[src/rtl/mips_pkg.sv]
// Shared definitions for the sequential multiply unit of the MIPS datapath.
package mips_pkg;

  // Operand width of the HI/LO multiplier; the product is twice this wide.
  localparam int MUL_WIDTH = 32;

  // Iteration counter must be able to hold MUL_WIDTH itself.
  localparam int MUL_CNT_W = $clog2(MUL_WIDTH + 1);

  // Multiplier control states.
  typedef enum logic [1:0] {
    IDLE = 2'b00,
    RUN  = 2'b01,
    DONE = 2'b10
  } mul_state_t;

endpackage : mips_pkg

[src/rtl/mul_step.sv]
// One shift-add iteration: conditionally add the multiplicand into the
// upper W+1 bits of the product register, then shift the whole register
// right by one with a zero fill.
module mul_step #(
  parameter int WIDTH = 32
) (
  input  logic [2*WIDTH:0]   p_in,
  input  logic [WIDTH-1:0]   mcand,
  output logic [2*WIDTH:0]   p_out
);

  logic [WIDTH:0] addend;
  logic [WIDTH:0] upper_sum;

  // The upper field is W+1 bits wide and its top bit is always 0 before the
  // add (it was zero-filled by the previous shift), so the sum cannot
  // overflow W+1 bits and the carry survives into bit 2W.
  assign addend    = p_in[0] ? {1'b0, mcand} : '0;
  assign upper_sum = p_in[2*WIDTH:WIDTH] + addend;

  // Shifted result: zero fill on top, the new upper field, and the
  // surviving low bits moved down one place.
  assign p_out[2*WIDTH]             = 1'b0;
  assign p_out[2*WIDTH-1:WIDTH-1]   = upper_sum;

  generate
    for (genvar gi = 0; gi < WIDTH - 1; gi++) begin : g_low_shift
      assign p_out[gi] = p_in[gi + 1];
    end
  endgenerate

endmodule : mul_step

[src/rtl/multu_seq.sv]
// Iterative unsigned multiplier feeding HI/LO. One partial product per
// cycle; busy stalls the PC, done acts as the HI/LO write enable.
module multu_seq
  import mips_pkg::*;
#(
  parameter int WIDTH = MUL_WIDTH
) (
  input  logic             clk,
  input  logic             reset,
  input  logic             start,
  input  logic [WIDTH-1:0] srca,
  input  logic [WIDTH-1:0] srcb,
  output logic             busy,
  output logic             done,
  output logic [WIDTH-1:0] hi,
  output logic [WIDTH-1:0] lo
);

  localparam int CNT_W = $clog2(WIDTH + 1);

  mul_state_t       state_reg, state_next;
  logic [CNT_W-1:0] cnt_reg;
  logic [2*WIDTH:0] p_reg;
  logic [2*WIDTH:0] p_step;
  logic [WIDTH-1:0] mcand_reg;
  logic [WIDTH-1:0] hi_reg;
  logic [WIDTH-1:0] lo_reg;
  logic             launch;
  logic             last_iter;

  // A new operation is accepted only outside RUN.
  assign launch    = (state_reg != RUN) && start;
  // Counter reads 1 on the edge that performs the final iteration.
  assign last_iter = (state_reg == RUN) && (cnt_reg == CNT_W'(1));

  mul_step #(
    .WIDTH (WIDTH)
  ) u_step (
    .p_in  (p_reg),
    .mcand (mcand_reg),
    .p_out (p_step)
  );

  // State register.
  always_ff @(posedge clk or posedge reset) begin
    if (reset) begin
      state_reg <= IDLE;
    end else begin
      state_reg <= state_next;
    end
  end

  // Next-state logic.
  always_comb begin
    state_next = state_reg;
    case (state_reg)
      IDLE:    if (start) state_next = RUN;
      RUN:     if (last_iter) state_next = DONE;
      DONE:    state_next = start ? RUN : IDLE;
      default: state_next = IDLE;
    endcase
  end

  // Output decode: pure functions of the registered state.
  always_comb begin
    busy = (state_reg == RUN);
    done = (state_reg == DONE);
  end

  // Datapath: operand capture, iteration, and HI/LO update on completion.
  always_ff @(posedge clk or posedge reset) begin
    if (reset) begin
      mcand_reg <= '0;
      p_reg     <= '0;
      cnt_reg   <= '0;
      hi_reg    <= '0;
      lo_reg    <= '0;
    end else if (launch) begin
      mcand_reg <= srca;
      p_reg     <= {{(WIDTH + 1){1'b0}}, srcb};
      cnt_reg   <= CNT_W'(WIDTH);
    end else if (state_reg == RUN) begin
      p_reg   <= p_step;
      cnt_reg <= cnt_reg - CNT_W'(1);
      if (last_iter) begin
        hi_reg <= p_step[2*WIDTH-1:WIDTH];
        lo_reg <= p_step[WIDTH-1:0];
      end
    end
  end

  assign hi = hi_reg;
  assign lo = lo_reg;

endmodule : multu_seq

[config.mk]
export PLATFORM = sky130hd
export DESIGN_NAME = multu_seq
export DESIGN_NICKNAME = d
export VERILOG_FILES = /design/src/rtl/mips_pkg.sv /design/src/rtl/mul_step.sv /design/src/rtl/multu_seq.sv
export SDC_FILE = /design/constraint.sdc
export NUM_CORES = 1
export LEC_CHECK = 0
export BUFFER_PORTS_ARGS = -buffer_cell sky130_fd_sc_hd__buf_2
export CAP_MARGIN = 5
export CORE_UTILIZATION = 30
export DETAILED_ROUTE_END_ITERATION = 6
export SYNTH_ARGS = -nofsm -noshare
export SYNTH_HDL_FRONTEND = slang
export SYNTH_HIERARCHICAL = 1
export SYNTH_SLANG_ARGS = --single-unit
[constraint.sdc]
create_clock -name clk -period 5.03 [get_ports clk]
set_input_delay 0.7545 -clock clk [delete_from_list [all_inputs] [get_ports clk]]
set_output_delay 0.7545 -clock clk [all_outputs]
set_load 0.03 [all_outputs]
Yosys cells after proc, flatten, opt, wreduce, memory -nomap -nowiden --
Index checks and enable logic that the tools add are counted. W data, S select, Z words.
Storage, ports and cells: register bits 169, bits of input ports 67, output and inout port bits 66, logic and storage cells 30
Cells by class: add/sub/neg operators 2, eq/ne operators 6, mux-type cells 9, bitwise operators 1, reductions and logical operators 6
Operators by type and width (number):
- $mux W65 | 2
- $add A33 B33 Y33 | 1
- $mux W32 | 1
- $mux W6 | 2
- $eq A6 B1 Y1 const B | 1
- $pmux W2 S3 | 1
- $sub A6 B1 Y6 const B | 1
- $mux W2 | 2
- $ne A2 B1 Y1 const B | 2
- $reduce_and A3 Y1 | 1
- $eq A2 B1 Y1 const B | 1
- $eq A2 B2 Y1 const B | 1
- $logic_and A1 B1 Y1 | 2
- $logic_not A2 Y1 | 1
- $ne A2 B2 Y1 const B | 1
- $reduce_and A2 Y1 | 1
- $reduce_bool A2 Y1 | 1
- $mux W1 | 1
- $not A1 Y1 | 1

Depth between registers and ports, before layout --
Gate-level depths: netlist (run 1).
depth in word-level cells 4, mapped depth 13, depth with buffers taken out 12

Modules after synthesis --
The synthesis (run 1) kept the hierarchy.
Modules (own cells, without submodules):
- multu_seq | instances 1, cells each 527, area each 6926.6 sq um, seq. area each 4229.1 sq um
- mul_step | instances 1, cells each 324, area each 2224.6 sq um, seq. area each 0.0 sq um

Worst setup path after synthesis (run 1) --
Ideal clock, no wire load.
path kind register to register, start point reg p_reg[0], end point reg hi_reg[30], in the netlist hi[30], library setup time 0.125 ns, arrival 2.845 ns, required time 4.905 ns, setup slack 2.060 ns, cell stages (with the launch flop) 11, path buffers 1, clock period less this slack 2.970 ns, cells stage by stage dfrtp_1 > clkbuf_1 > and2_1 > ha_1 > and2_4 > a221o_1 > a211oi_1 > nand3_1 > and3_1 > or4_1 > mux2_4
On the way: longest elaborated chain between the ends 2
RTL lines:
- from (decl) | RTL line multu_seq.sv:23 | logic [2*WIDTH:0] p_reg;
- from (signal assigned) | RTL line multu_seq.sv:80 | p_reg <= {{(WIDTH + 1){1'b0}}, srcb};
- from (signal assigned) | RTL line multu_seq.sv:83 | p_reg <= p_step;
- $mux W32 | RTL line mul_step.sv:18 | assign addend = p_in[0] ? {1'b0, mcand} : '0;
- $add A33 B33 Y33 | RTL line mul_step.sv:19 | assign upper_sum = p_in[2*WIDTH:WIDTH] + addend;
- net p_step[62] | RTL line multu_seq.sv:24 | logic [2*WIDTH:0] p_step;
- to (signal assigned) | RTL line multu_seq.sv:86 | hi_reg <= p_step[2*WIDTH-1:WIDTH];
- to (decl) | RTL line multu_seq.sv:26 | logic [WIDTH-1:0] hi_reg;
The timed path passes the listed nets, and every way through them passes these cells. A chain may end at the register's enable or synchronous reset.

Worst setup path in the final report (run 1) --
Ends and elaborated chain as after synthesis.

==> summary.md, run 1 <==
| Metric | Value |
|---|---|
| Via count of the first global-routing pass | 6,474 |
| Post-cts resize count | 0 |
| Total die area | 31,210 um2 |
| Buffer depth of the longest clock path | 2 |
| Kind of launch point of the worst setup path | flop |
| Max_slew headroom | 38.49% |
| Leading cell type by number of instances after synthesis | sky130_fd_sc_hd__dfrtp_1 |
| DR WL/cell | 15.55 um |
| I/O pin cnt | 133 |
| Most instantiated cells after synthesis | sky130_fd_sc_hd__dfrtp_1 (169), sky130_fd_sc_hd__nand2_1 (124), sky130_fd_sc_hd__o21ai_0 (80) |
| Syn_nets | 953 |
| Overall Power | 7.381 mW |
| Worst ir drop on vdd | 0.3445 mV |
| Synth Area in XOR/XNOR | 2.775% |
| Number of buffers inserted to repair setup after CTS | 0 |
| Flip-flop and latch count after synthesis | 169 |
| Initial antenna violation count | 0 |
| Diode insertion count for antenna repair | 0 |
| Final count of pins violating max slew | 0 |
| Sequential fraction of the synthesis area | 46.21% |
| Combinational family with the most area after synthesis | multiplexers |
| Peak Freq | 278.3 MHz |
| Count of hold buffers inserted by post-cts repair | 0 |
| Crit Reg-Reg Endpoint | hi[30] |
| Arrival time worst endpoint | 3.91 ns |
| Fraction of layout cells with a size suffix above 1 | 28.78% |
| Final RePlAce weighted congestion | 0.8397 |
| Ys flop type | sky130_fd_sc_hd__dfrtp_1 |
| Final nets | 1,034 |
| Inserted Clock Buffers | 17 |
| Number of input and output port buffers inserted | 132 |
| Clock slew at reported path FFs | 0.07 ns |
| Multiplexer share of the synthesized area | 17.54% |
| Complex-gate fraction of the synthesized area | 10.62% |
| Cell-internal power | 4.244 mW |
| Status | complete, no violations |
| Core occupancy in the finished layout | 35.13% |
| Die Y-Extent | 176.7 um |
| Basic-gate share of the synthesized area counting and, or, nand and nor cells | 12.14% |
| Class of the tightest hold or removal check | reg2reg |
| Ranking of synthesized cells by area | sky130_fd_sc_hd__dfrtp_1 (46%), sky130_fd_sc_hd__mux2_4 (8.0%), sky130_fd_sc_hd__mux2_2 (5.8%) |
| Synthesized instance count | 851 |
| Number of filler instances in the final layout | 3,032 |
| Detailed-router iteration count before antenna repair | 5 |
| Reg2Reg Depth | 10 |
| CTS H-tree lvls | 4 |
| Critical path fanouts, max | 33 |
| Tightest Pin Transition | 0.9207 ns |
| WP data required | 5.35 ns |
| CTS tree | done |
| Number of standard-cell rows in the floorplan | 63 |
| Final setup violating endpoints | 0 |
| Total Neg Setup Slack | 0 ns |
| Number of enable-type register cells in the synthesized netlist | 0 |
| Element type at the critical path end | flop |
| Power spent charging and discharging nets | 3.137 mW |
| Via-per-instance ratio | 4.700 |
| Beginning of the worst register-to-register path | p_reg[0] |
| Synth-to-Final Area Change | 14.40% |
| Combinational cell fraction of total power | 48.8% |
| Routed WL | 20.76 mm |
| Leak | 5.148 nW |
| Share of total power in sequential cells | 33.7% |
| Adder-cell share of the synthesized area | 4.867% |
| DRT antenna net count | 0 |
| CP endpoint | hi[30] |
| GRT Resource Usage Total | 13.94% |
| Clock power share | 17.5% |
| Crit Path Class | reg2reg |
| Violation count after the first detailed-route iteration | 437 |
| Total via count in the routed design | 6,275 |
| Global-route wire length before repair | 34.18 mm |
| Maximum number of pins on one net before global-route repair | 74 |
| Max-cap check violation count | 0 |
| Post-synth cell types | 60 |
| Remaining DRCs | 0 |
| HPWL Detailed | 14.64 mm |
| Clock network latency to the later pin of the worst-skew pair | 0.43 ns |
| Crit path time final | 3.594 ns |
| Power density of the placed cells | 705.0 nW/um2 |
| Core Area | 29,800 um2 |
| Pre-CTS WS | 1.407 ns |
| Post-Route Skew | 0.01009 ns |
| Crit path from | p_reg[0] |
| CTS root buffer | sky130_fd_sc_hd__clkbuf_16 |
| Synthesis Warnings | 6 |
| Setup repair after global routing missed its margin | no |
| Post-synth design cell area | 9151 um2 |
| Starting density of the core | 30.71% |
| Worst R2R Setup Slack | 1.44 ns |
| Final worst-path cycle share | 71.44% |
| Area fraction of the dominant cell type after synthesis | 46.21% |
| Switching part of the total power | 42.50% |
| Clock Sink Count | 169 |
| Post-Synthesis Mean Instance Area | 10.75 um2 |
| Die Span X | 176.7 um |
| Global route total overflow | 0 |
| Final hold violation count | 0 |
| Post-synthesis async set-or-reset flop share | 100.0% |
| Worst Setup Slack, final | 1.436 ns |
| Max reg flops | 65 |
| Yosys top cell by area | sky130_fd_sc_hd__dfrtp_1 |
worst min path at each step:
stage | startpoint | depth (start not counted) | slack, ns | endpoint
2_1_floorplan | mcand_reg[0] | 1 | 0.47 | mcand_reg[0]
3_5_place_dp | lo[3] | 1 | 0.49 | lo[3]
5_1_grt | hi[7] | 1 | 0.53 | hi[7]
4_1_cts | p_reg[13] | 2 | 0.51 | p_reg[12]
6_report | hi[13] | 1 | 0.50 | hi[13]
3_3_place_gp | hi[10] | 1 | 0.49 | hi[10]
power by group through the flow:
stage               clock network [mW]  registers, mW  logic (mW)
floorplan                            0           2.88        2.45
CTS                               1.33           2.50        3.64
global route                      1.39           2.59        4.00
detailed placement                   0           2.52        3.61
global placement                     0           2.51        3.58
finish                            1.29           2.49        3.61
kinds of logic after synthesis:
group                      after synthesis
and+or+nand+nor                        234
DFF                                    169
AOI/OAI and AO/OA                      163
muxes                                  130
buffers and inverters                   90
adders and majority gates               35
xor gates and xnor gates                29
other                                    1
cell usage in the layout, fill, tap and decap left out, types with 14 or more instances in the layout:
| cell | n |
|---|---|
| sky130_fd_sc_hd__xnor2_1 | 15 |
| sky130_fd_sc_hd__a21o_1 | 17 |
| sky130_fd_sc_hd__mux2_2 | 47 |
| sky130_fd_sc_hd__mux2i_1 | 34 |
| sky130_fd_sc_hd__nand2_1 | 124 |
| sky130_fd_sc_hd__and2_1 | 35 |
| sky130_fd_sc_hd__a21oi_1 | 26 |
| sky130_fd_sc_hd__nor2_1 | 21 |
| sky130_fd_sc_hd__clkbuf_16 | 17 |
| sky130_fd_sc_hd__o21ai_0 | 80 |
| sky130_fd_sc_hd__mux2_4 | 49 |
| sky130_fd_sc_hd__ha_1 | 34 |
| sky130_fd_sc_hd__dfrtp_1 | 169 |
| sky130_fd_sc_hd__xor2_1 | 14 |
| sky130_fd_sc_hd__buf_2 | 132 |
worst max-delay path, stage by stage (launching register included):
cell and delay (ns):
sky130_fd_sc_hd__dfrtp_1 0.88, sky130_fd_sc_hd__and2_1 0.24, sky130_fd_sc_hd__ha_1 0.28, sky130_fd_sc_hd__a21o_1 0.20, sky130_fd_sc_hd__a21oi_1 0.24, sky130_fd_sc_hd__a211oi_1 0.16
sky130_fd_sc_hd__o2111ai_1 0.31, sky130_fd_sc_hd__nand3_1 0.18, sky130_fd_sc_hd__and3_1 0.18, sky130_fd_sc_hd__or4_1 0.52, sky130_fd_sc_hd__mux2_4 0.28
through the flow:
stage	hold slack [ns]	area [um2]	std cells
global route	0.5266	10470	1335
floorplan	0.4706	9155	851
CTS	0.5078	10470	1335
detailed placement	0.4911	9905	1303
finish	0.5021	10470	1335
global placement	0.4873	9905	1303
routing by layer:
| metal | wire [um] | global-route usage (%) |
|---|---|---|
| met1 | 10090 | 18.48 |
| met2 | 9637 | 22.81 |
| met3 | 800 | 3.007 |
| met4 | 238 | 3.879 |
| met5 | 0 | 0 |
final cells by class:
class / count / area [um2] / share of cell area, %
inverters: 12 / 50.05 / 0.4781
clock buffers: 22 / 444.2 / 4.243
well taps: 390 / 488.0 / 4.661
clock inverters: 10 / 120.1 / 1.147
repair buffers: 140 / 745.7 / 7.123
multi-input cells: 592 / 4392 / 41.95
flip-flops and latches: 169 / 4229 / 40.40
(Power assumes the default switching activity.)
==> run 2: changes to the inputs <==
==> constraint.sdc (replaced) <==
create_clock -name clk -period 3.2 [get_ports clk]
set_input_delay 0.48 -clock clk [delete_from_list [all_inputs] [get_ports clk]]
set_output_delay 0.48 -clock clk [all_outputs]
set_load 0.03 [all_outputs]
==> run 2 against run 1 <==
  * Maximum frequency up 14%
  * Sequential share of layout area down 0.89 points
  * Power up 61%
  * Register-to-register slack worse by 1.4 ns
  * Non-clock buffer count up 18
  * Clock skew about the same
  * First-iteration DRC count down 19%
  * Worst setup slack worse by 1.4 ns
  * Via count up 2.0%
  * Wire length up 3.9%
  * Core utilization up 0.79 points
  * Critical path depth up 1
  * Highest routed layer unchanged
==> summary.md, run 2 (synthesis gave the netlist of run 1 again) <==
| Metric | Value |
|---|---|
| Leading cell type in the layout, fill and taps excluded | sky130_fd_sc_hd__dfrtp_1 |
| Total Neg Setup Slack | 0 ns |
| Post-route worst hold slack | 0.2731 ns |
| Arrival time worst endpoint | 3.48 ns |
| Max reg flops | 65 |
| Clock network latency to the later pin of the worst-skew pair | 0.44 ns |
| GRT Resource Usage Total | 14.20% |
| Placed inst area | 10,020 um2 |
| Max_slew headroom | 35.16% |
| CTS H-tree lvls | 4 |
| DR WL/cell | 15.94 um |
| Element type at the critical path end | flop |
| Worst ir drop on vdd | 0.3599 mV |
| Crit Path Class | reg2reg |
| Peak Freq | 316.6 MHz |
| Detailed-router iteration count before antenna repair | 4 |
| Total die area | 31,210 um2 |
| Die Y-Extent | 176.7 um |
| Tightest Pin Transition | 0.9725 ns |
| Sequence of cells on the critical path | buf_12 > and2_1 > ha_2 > and2_4 > a221o_1 > or4_1 > a32oi_2 > o21ai_2 > a211oi_2 > xnor2_2 > mux2_4 |
| Largest stage delay on the critical path | 0.51 ns |
| Clock Sink Count | 169 |
| Final hold violation count | 0 |
| Via-per-instance ratio | 4.732 |
| Fraction of layout cells with a size suffix above 1 | 32.40% |
| Via count of the first global-routing pass | 6,644 |
| Power density of the placed cells | 1109 nW/um2 |
| Buffer depth of the longest clock path | 2 |
| DRT antenna net count | 0 |
| Final count of pins violating max slew | 0 |
| Global route total overflow | 0 |
| Highest-count cells in the layout ignoring fill and taps | sky130_fd_sc_hd__dfrtp_1 (169), sky130_fd_sc_hd__buf_2 (132), sky130_fd_sc_hd__nand2_1 (124) |
| Kind of launch point of the worst setup path | flop |
| Class of the tightest hold or removal check | in2reg |
| Global-route wire length before repair | 34.92 mm |
| Final setup violating endpoints | 0 |
| Routed WL | 21.57 mm |
| Setup repair after global routing missed its margin | yes |
| Count of hold buffers inserted by post-cts repair | 0 |
| Remaining DRCs | 0 |
| Final worst-path cycle share | 98.72% |
| CTS root buffer | sky130_fd_sc_hd__clkbuf_16 |
| Number of standard-cell rows in the floorplan | 63 |
| Post-Route Skew | 0.01008 ns |
| CTS tree | done |
| WP data required | 3.53 ns |
| Leak | 5.282 nW |
| Die Span X | 176.7 um |
| HPWL Detailed | 14.60 mm |
| Finished Cell Area | 10,710 um2 |
| Master of the slowest instance on the critical path | sky130_fd_sc_hd__or4_1 |
| Final RePlAce weighted congestion | 0.8423 |
| Initial antenna violation count | 0 |
| Maximum number of pins on one net before global-route repair | 170 |
| Number of filler instances in the final layout | 3,046 |
| Crit path time final | 3.159 ns |
| Starting density of the core | 30.71% |
| Number of input and output port buffers inserted | 132 |
| Total via count in the routed design | 6,402 |
| Max-cap check violation count | 0 |
| Final nets | 1,052 |
| Core Area | 29,800 um2 |
| Clock slew at reported path FFs | 0.07 ns |
| Status | complete, no violations |
| Critical path fanouts, max | 33 |
| I/O pin cnt | 133 |
| Violation count after the first detailed-route iteration | 354 |
| Inserted Clock Buffers | 17 |
| Synth-to-Final Area Change | 16.98% |
| Diode insertion count for antenna repair | 0 |
==> run 2: cell type report <==
cell class | instances | area [um2] | share of cell area [%]
clock buffer | 17 | 425.4 | 3.974
clock inverter | 15 | 130.1 | 1.216
sequential | 169 | 4229 | 39.50
tap | 390 | 488.0 | 4.558
multi-input combinational | 592 | 4502 | 42.05
timing repair buffer | 158 | 880.8 | 8.228
inverter | 12 | 50.05 | 0.4675
==> run 2: power by group <==
group          leakage (nW)  internal (mW)  total, mW  switching [mW]
combinational          2.97           2.49       5.99            3.50
clock                 0.264           1.03       2.01           0.986
sequential             2.04           3.21       3.87           0.662
==> run 2: per-stage QoR <==
step	utilization, %	cells	total power, mW	setup WS (ns)
2_1_floorplan	-	851	8.387	0.2295
3_3_place_gp	33.62	1318	9.729	0.04952
3_5_place_dp	33.62	1318	9.842	0.0001701
4_1_cts	35.56	1352	11.94	0.002777
5_1_grt	35.93	1353	12.84	-0.06201
6_report	35.93	1353	11.88	0.04104
==> run 2: final timing paths <==
kind                       startpoint  cells after the start  slack (ns)            end
setup / recovery             p_reg[0]                     11        0.04         hi[28]
hold / removal               srca[22]                      2        0.27  mcand_reg[22]
setup reg to reg             p_reg[0]                     11        0.04         hi[28]
hold reg to reg             p_reg[24]                      2        0.50      p_reg[23]
max in group asynchronous       reset                      3        2.17      p_reg[46]
min in group asynchronous       reset                      3        0.28         lo[22]
==> run 2: timing repair <==
| action | 4_1_cts | 5_1_grt |
|---|---|---|
| pin swaps | 1 | 5 |
| buffers inserted | 2 | 1 |
| endpoints found under the setup margin | 1 | 27 |
| gates resized for setup | 2 | 18 |
==> run 2: critical path: cells and delay by family, from the launching register on <==
family / cells / cell delay [ns]
AO/OA/AOI/OAI: 4 / 0.97
AND/OR/NAND/NOR: 3 / 0.82
flip-flops: 1 / 0.40
adder cells (fa/ha/maj): 1 / 0.30
multiplexers: 1 / 0.27
buffers and inverters: 1 / 0.17
XOR/XNOR: 1 / 0.10
==> run 2: per-layer routing <==
layer	track usage [%]	up-vias	wire [um]
met5	0	-	0
met4	3.628	0	216
met3	3.651	16	785
met2	23.66	126	10300
met1	18.21	3117	10270
li1	-	3143	-
==> run 3: changes to the inputs <==
--- a/config.mk
+++ b/config.mk
@@ -5,10 +5,11 @@
 export SDC_FILE = /design/constraint.sdc
 export NUM_CORES = 1
 export LEC_CHECK = 0
-export BUFFER_PORTS_ARGS = -buffer_cell sky130_fd_sc_hd__buf_2
 export CAP_MARGIN = 5
 export CORE_UTILIZATION = 30
+export CTS_BUF_LIST = sky130_fd_sc_hd__clkbuf_2 sky130_fd_sc_hd__clkbuf_4 sky130_fd_sc_hd__clkbuf_8
 export DETAILED_ROUTE_END_ITERATION = 6
+export DONT_BUFFER_PORTS = 1
 export SYNTH_ARGS = -nofsm -noshare
 export SYNTH_HDL_FRONTEND = slang
 export SYNTH_HIERARCHICAL = 1
==> run 3 against run 2 <==
  * First-iteration DRC count fell by 14%
  * Critical path depth did not move
  * Die area did not move
  * Via count fell by 7.4%
  * Maximum frequency rose by 0.75%
  * Final area fell by 7.1%
  * Critical endpoint unchanged
==> summary.md, run 3 (synthesis gave the netlist of run 1 again) <==
| Metric | Value |
|---|---|
| Status | complete, no violations |
| Number of standard-cell rows in the floorplan | 63 |
| Global route total overflow | 0 |
| Remaining DRCs | 0 |
| Die Y-Extent | 176.7 um |
| DRT antenna net count | 0 |
| Tightest Pin Transition | 0.9483 ns |
| Detailed-router iteration count before antenna repair | 4 |
| GRT Resource Usage Total | 13.85% |
| Cell type with the highest occurrence count on the critical path | sky130_fd_sc_hd__and2_4 |
| Switching part of the total power | 44.32% |
| Total number of cells along the worst setup path | 11 |
| Highest-count cells in the layout ignoring fill and taps | sky130_fd_sc_hd__dfrtp_1 (169), sky130_fd_sc_hd__nand2_1 (124), sky130_fd_sc_hd__o21ai_0 (80) |
| Sequence of cells on the critical path | buf_12 > and2_4 > ha_1 > and2_4 > a221o_1 > or4_4 > a32oi_2 > o21ai_4 > a211oi_2 > xnor2_1 > mux2_4 |
| Max-cap check violation count | 0 |
| HPWL Detailed | 14.23 mm |
| CTS H-tree lvls | 4 |
| Clock slew at reported path FFs | 0.10 ns |
| Die Span X | 176.7 um |
| Max reg flops | 65 |
| Via count of the first global-routing pass | 5,956 |
| Clock network latency to the later pin of the worst-skew pair | 0.47 ns |
| Master of the slowest instance on the critical path | sky130_fd_sc_hd__or4_4 |
| Core Area | 29,800 um2 |
| Diode insertion count for antenna repair | 0 |
| Number of input and output port buffers inserted | 0 |
| Critical path fanouts, max | 29 |
| Inserted Clock Buffers | 17 |
| Worst ir drop on vdd | 0.4566 mV |
| Combinational cell fraction of total power | 42.1% |
| Final count of pins violating max slew | 0 |
| Buffer depth of the longest clock path | 2 |
| Leak | 4.698 nW |
| Peak Freq | 318.9 MHz |
| Setup repair after global routing missed its margin | yes |
| I/O pin cnt | 133 |
| Share of total power in sequential cells | 43.7% |
| Crit Path Class | reg2reg |
| Class of the tightest hold or removal check | in2async |
| Count of hold buffers inserted by post-cts repair | 0 |
| Total die area | 31,210 um2 |
| Arrival time worst endpoint | 3.50 ns |
| Power density of the placed cells | 1116 nW/um2 |
| Cell total after placement | 1,184 |
| Crit Reg-Reg Endpoint | hi[28] |
| Final RePlAce weighted congestion | 0.8486 |
| Number of non-filler instances in the completed layout | 1,217 |
| Synth-to-Final Area Change | 8.641% |
| Leading cell type in the layout, fill and taps excluded | sky130_fd_sc_hd__dfrtp_1 |
| Number of filler instances in the final layout | 2,995 |
| Overall Power | 11.09 mW |
| Family with the most delay on the worst path | compound AO/OA/AOI/OAI gates |
| Beginning of the worst register-to-register path | p_reg[0] |
| Power spent charging and discharging nets | 4.916 mW |
| Element type at the critical path end | flop |
| Crit path time final | 3.136 ns |
| Routed WL | 21.08 mm |
| Reg2Reg Depth | 11 |
| Via-per-instance ratio | 4.871 |
| CP bufs+invs | 1 |
| Global-route wire length before repair | 33.48 mm |
| Final worst-path cycle share | 97.99% |
| Post-Route Skew | 0.01976 ns |
| Fraction of layout cells with a size suffix above 1 | 22.01% |
| DR WL/cell | 17.32 um |
| CP endpoint | hi[28] |
| Max_slew headroom | 36.78% |
| Violation count after the first detailed-route iteration | 303 |
| Initial antenna violation count | 0 |
| Clock power share | 14.3% |
| WP data required | 3.57 ns |
| Crit path from | p_reg[0] |
| Final nets | 916 |
| Largest stage delay on the critical path | 0.49 ns |
| CTS root buffer | sky130_fd_sc_hd__clkbuf_8 |
| Worst R2R Setup Slack | 0.06 ns |
| Cell-internal power | 6.177 mW |
| Clock Sink Count | 169 |
| Starting density of the core | 30.71% |
| Kind of launch point of the worst setup path | flop |
| Final hold violation count | 0 |
| Maximum number of pins on one net before global-route repair | 170 |
| Final setup violating endpoints | 0 |
| Total via count in the routed design | 5,928 |
| CTS tree | done |
==> run 3: changes by cell type in the layout (fill, tap and decap cells not counted), moves of 3 or more <==
cell,before,now
sky130_fd_sc_hd__buf_12,2,5
sky130_fd_sc_hd__buf_2,132,0
sky130_fd_sc_hd__buf_4,24,17
sky130_fd_sc_hd__clkbuf_16,17,0
sky130_fd_sc_hd__clkbuf_4,0,3
sky130_fd_sc_hd__clkbuf_8,0,19
sky130_fd_sc_hd__inv_6,7,1
sky130_fd_sc_hd__inv_8,3,0
==> run 3: what timing repair did <==
item,in CTS,in global routing
cloned,0,0
setup buffers,0,1
pin swaps,1,10
gates resized for setup,1,27
endpoints found under the hold margin,0,0
setup endpoints to repair,2,23
==> run 3: area by class of cell <==
type                       count  area, um2  share of cell area, %
multi-input combinational    592       4543                  45.70
sequential                   169       4229                  42.54
tap                          390      488.0                  4.908
clock buffer                  22      284.0                  2.857
timing repair buffer          22      227.7                  2.290
clock inverter                10      118.9                  1.196
inverter                      12      51.30                 0.5160
==> run 3: power groups by stage <==
stage / registers (mW) / clock network, mW / logic, mW
floorplan: 4.53 / 0 / 3.86
global placement: 4.91 / 0 / 4.44
detailed placement: 4.93 / 0 / 4.53
CTS: 4.88 / 1.66 / 4.57
global route: 5.01 / 1.75 / 5.24
finish: 4.84 / 1.58 / 4.66
==> run 3: worst min path at each step <==
stage / slack, ns / end / from / depth (start not counted)
floorplan: 0.47 / mcand_reg[0] / mcand_reg[0] / 1
global placement: 0.49 / mcand_reg[30] / mcand_reg[30] / 1
detailed placement: 0.49 / mcand_reg[20] / mcand_reg[20] / 1
CTS: 0.11 / mcand_reg[0] / srca[0] / 1
global route: 0.11 / mcand_reg[29] / srca[29] / 1
finish: 0.10 / lo[23] / reset / 2
==> run 3: per-stage QoR <==
step | setup TNS, ns | area (um2) | setup slack [ns] | util [%] | hold WS (ns)
final | 0 | 9942 | 0.06444 | 33.37 | 0.1044
after global routing | -0.04791 | 9942 | -0.04444 | 33.37 | 0.1078
after CTS | 0 | 9788 | 0.008785 | 32.85 | 0.1079
after detailed placement | 0 | 9380 | 0.004888 | 31.48 | 0.4919
after global placement | 0 | 9380 | 0.07328 | 31.48 | 0.4875
after floorplan | 0 | 9155 | 0.2295 | - | 0.4706
==> run 3: layer usage <==
layer	routed length [um]	share of wire (%)	track usage, %
met5	0	0	0
met4	212	1.0	3.664
met3	1023	4.9	3.630
met2	9847	47	22.08
met1	9994	47	18.50
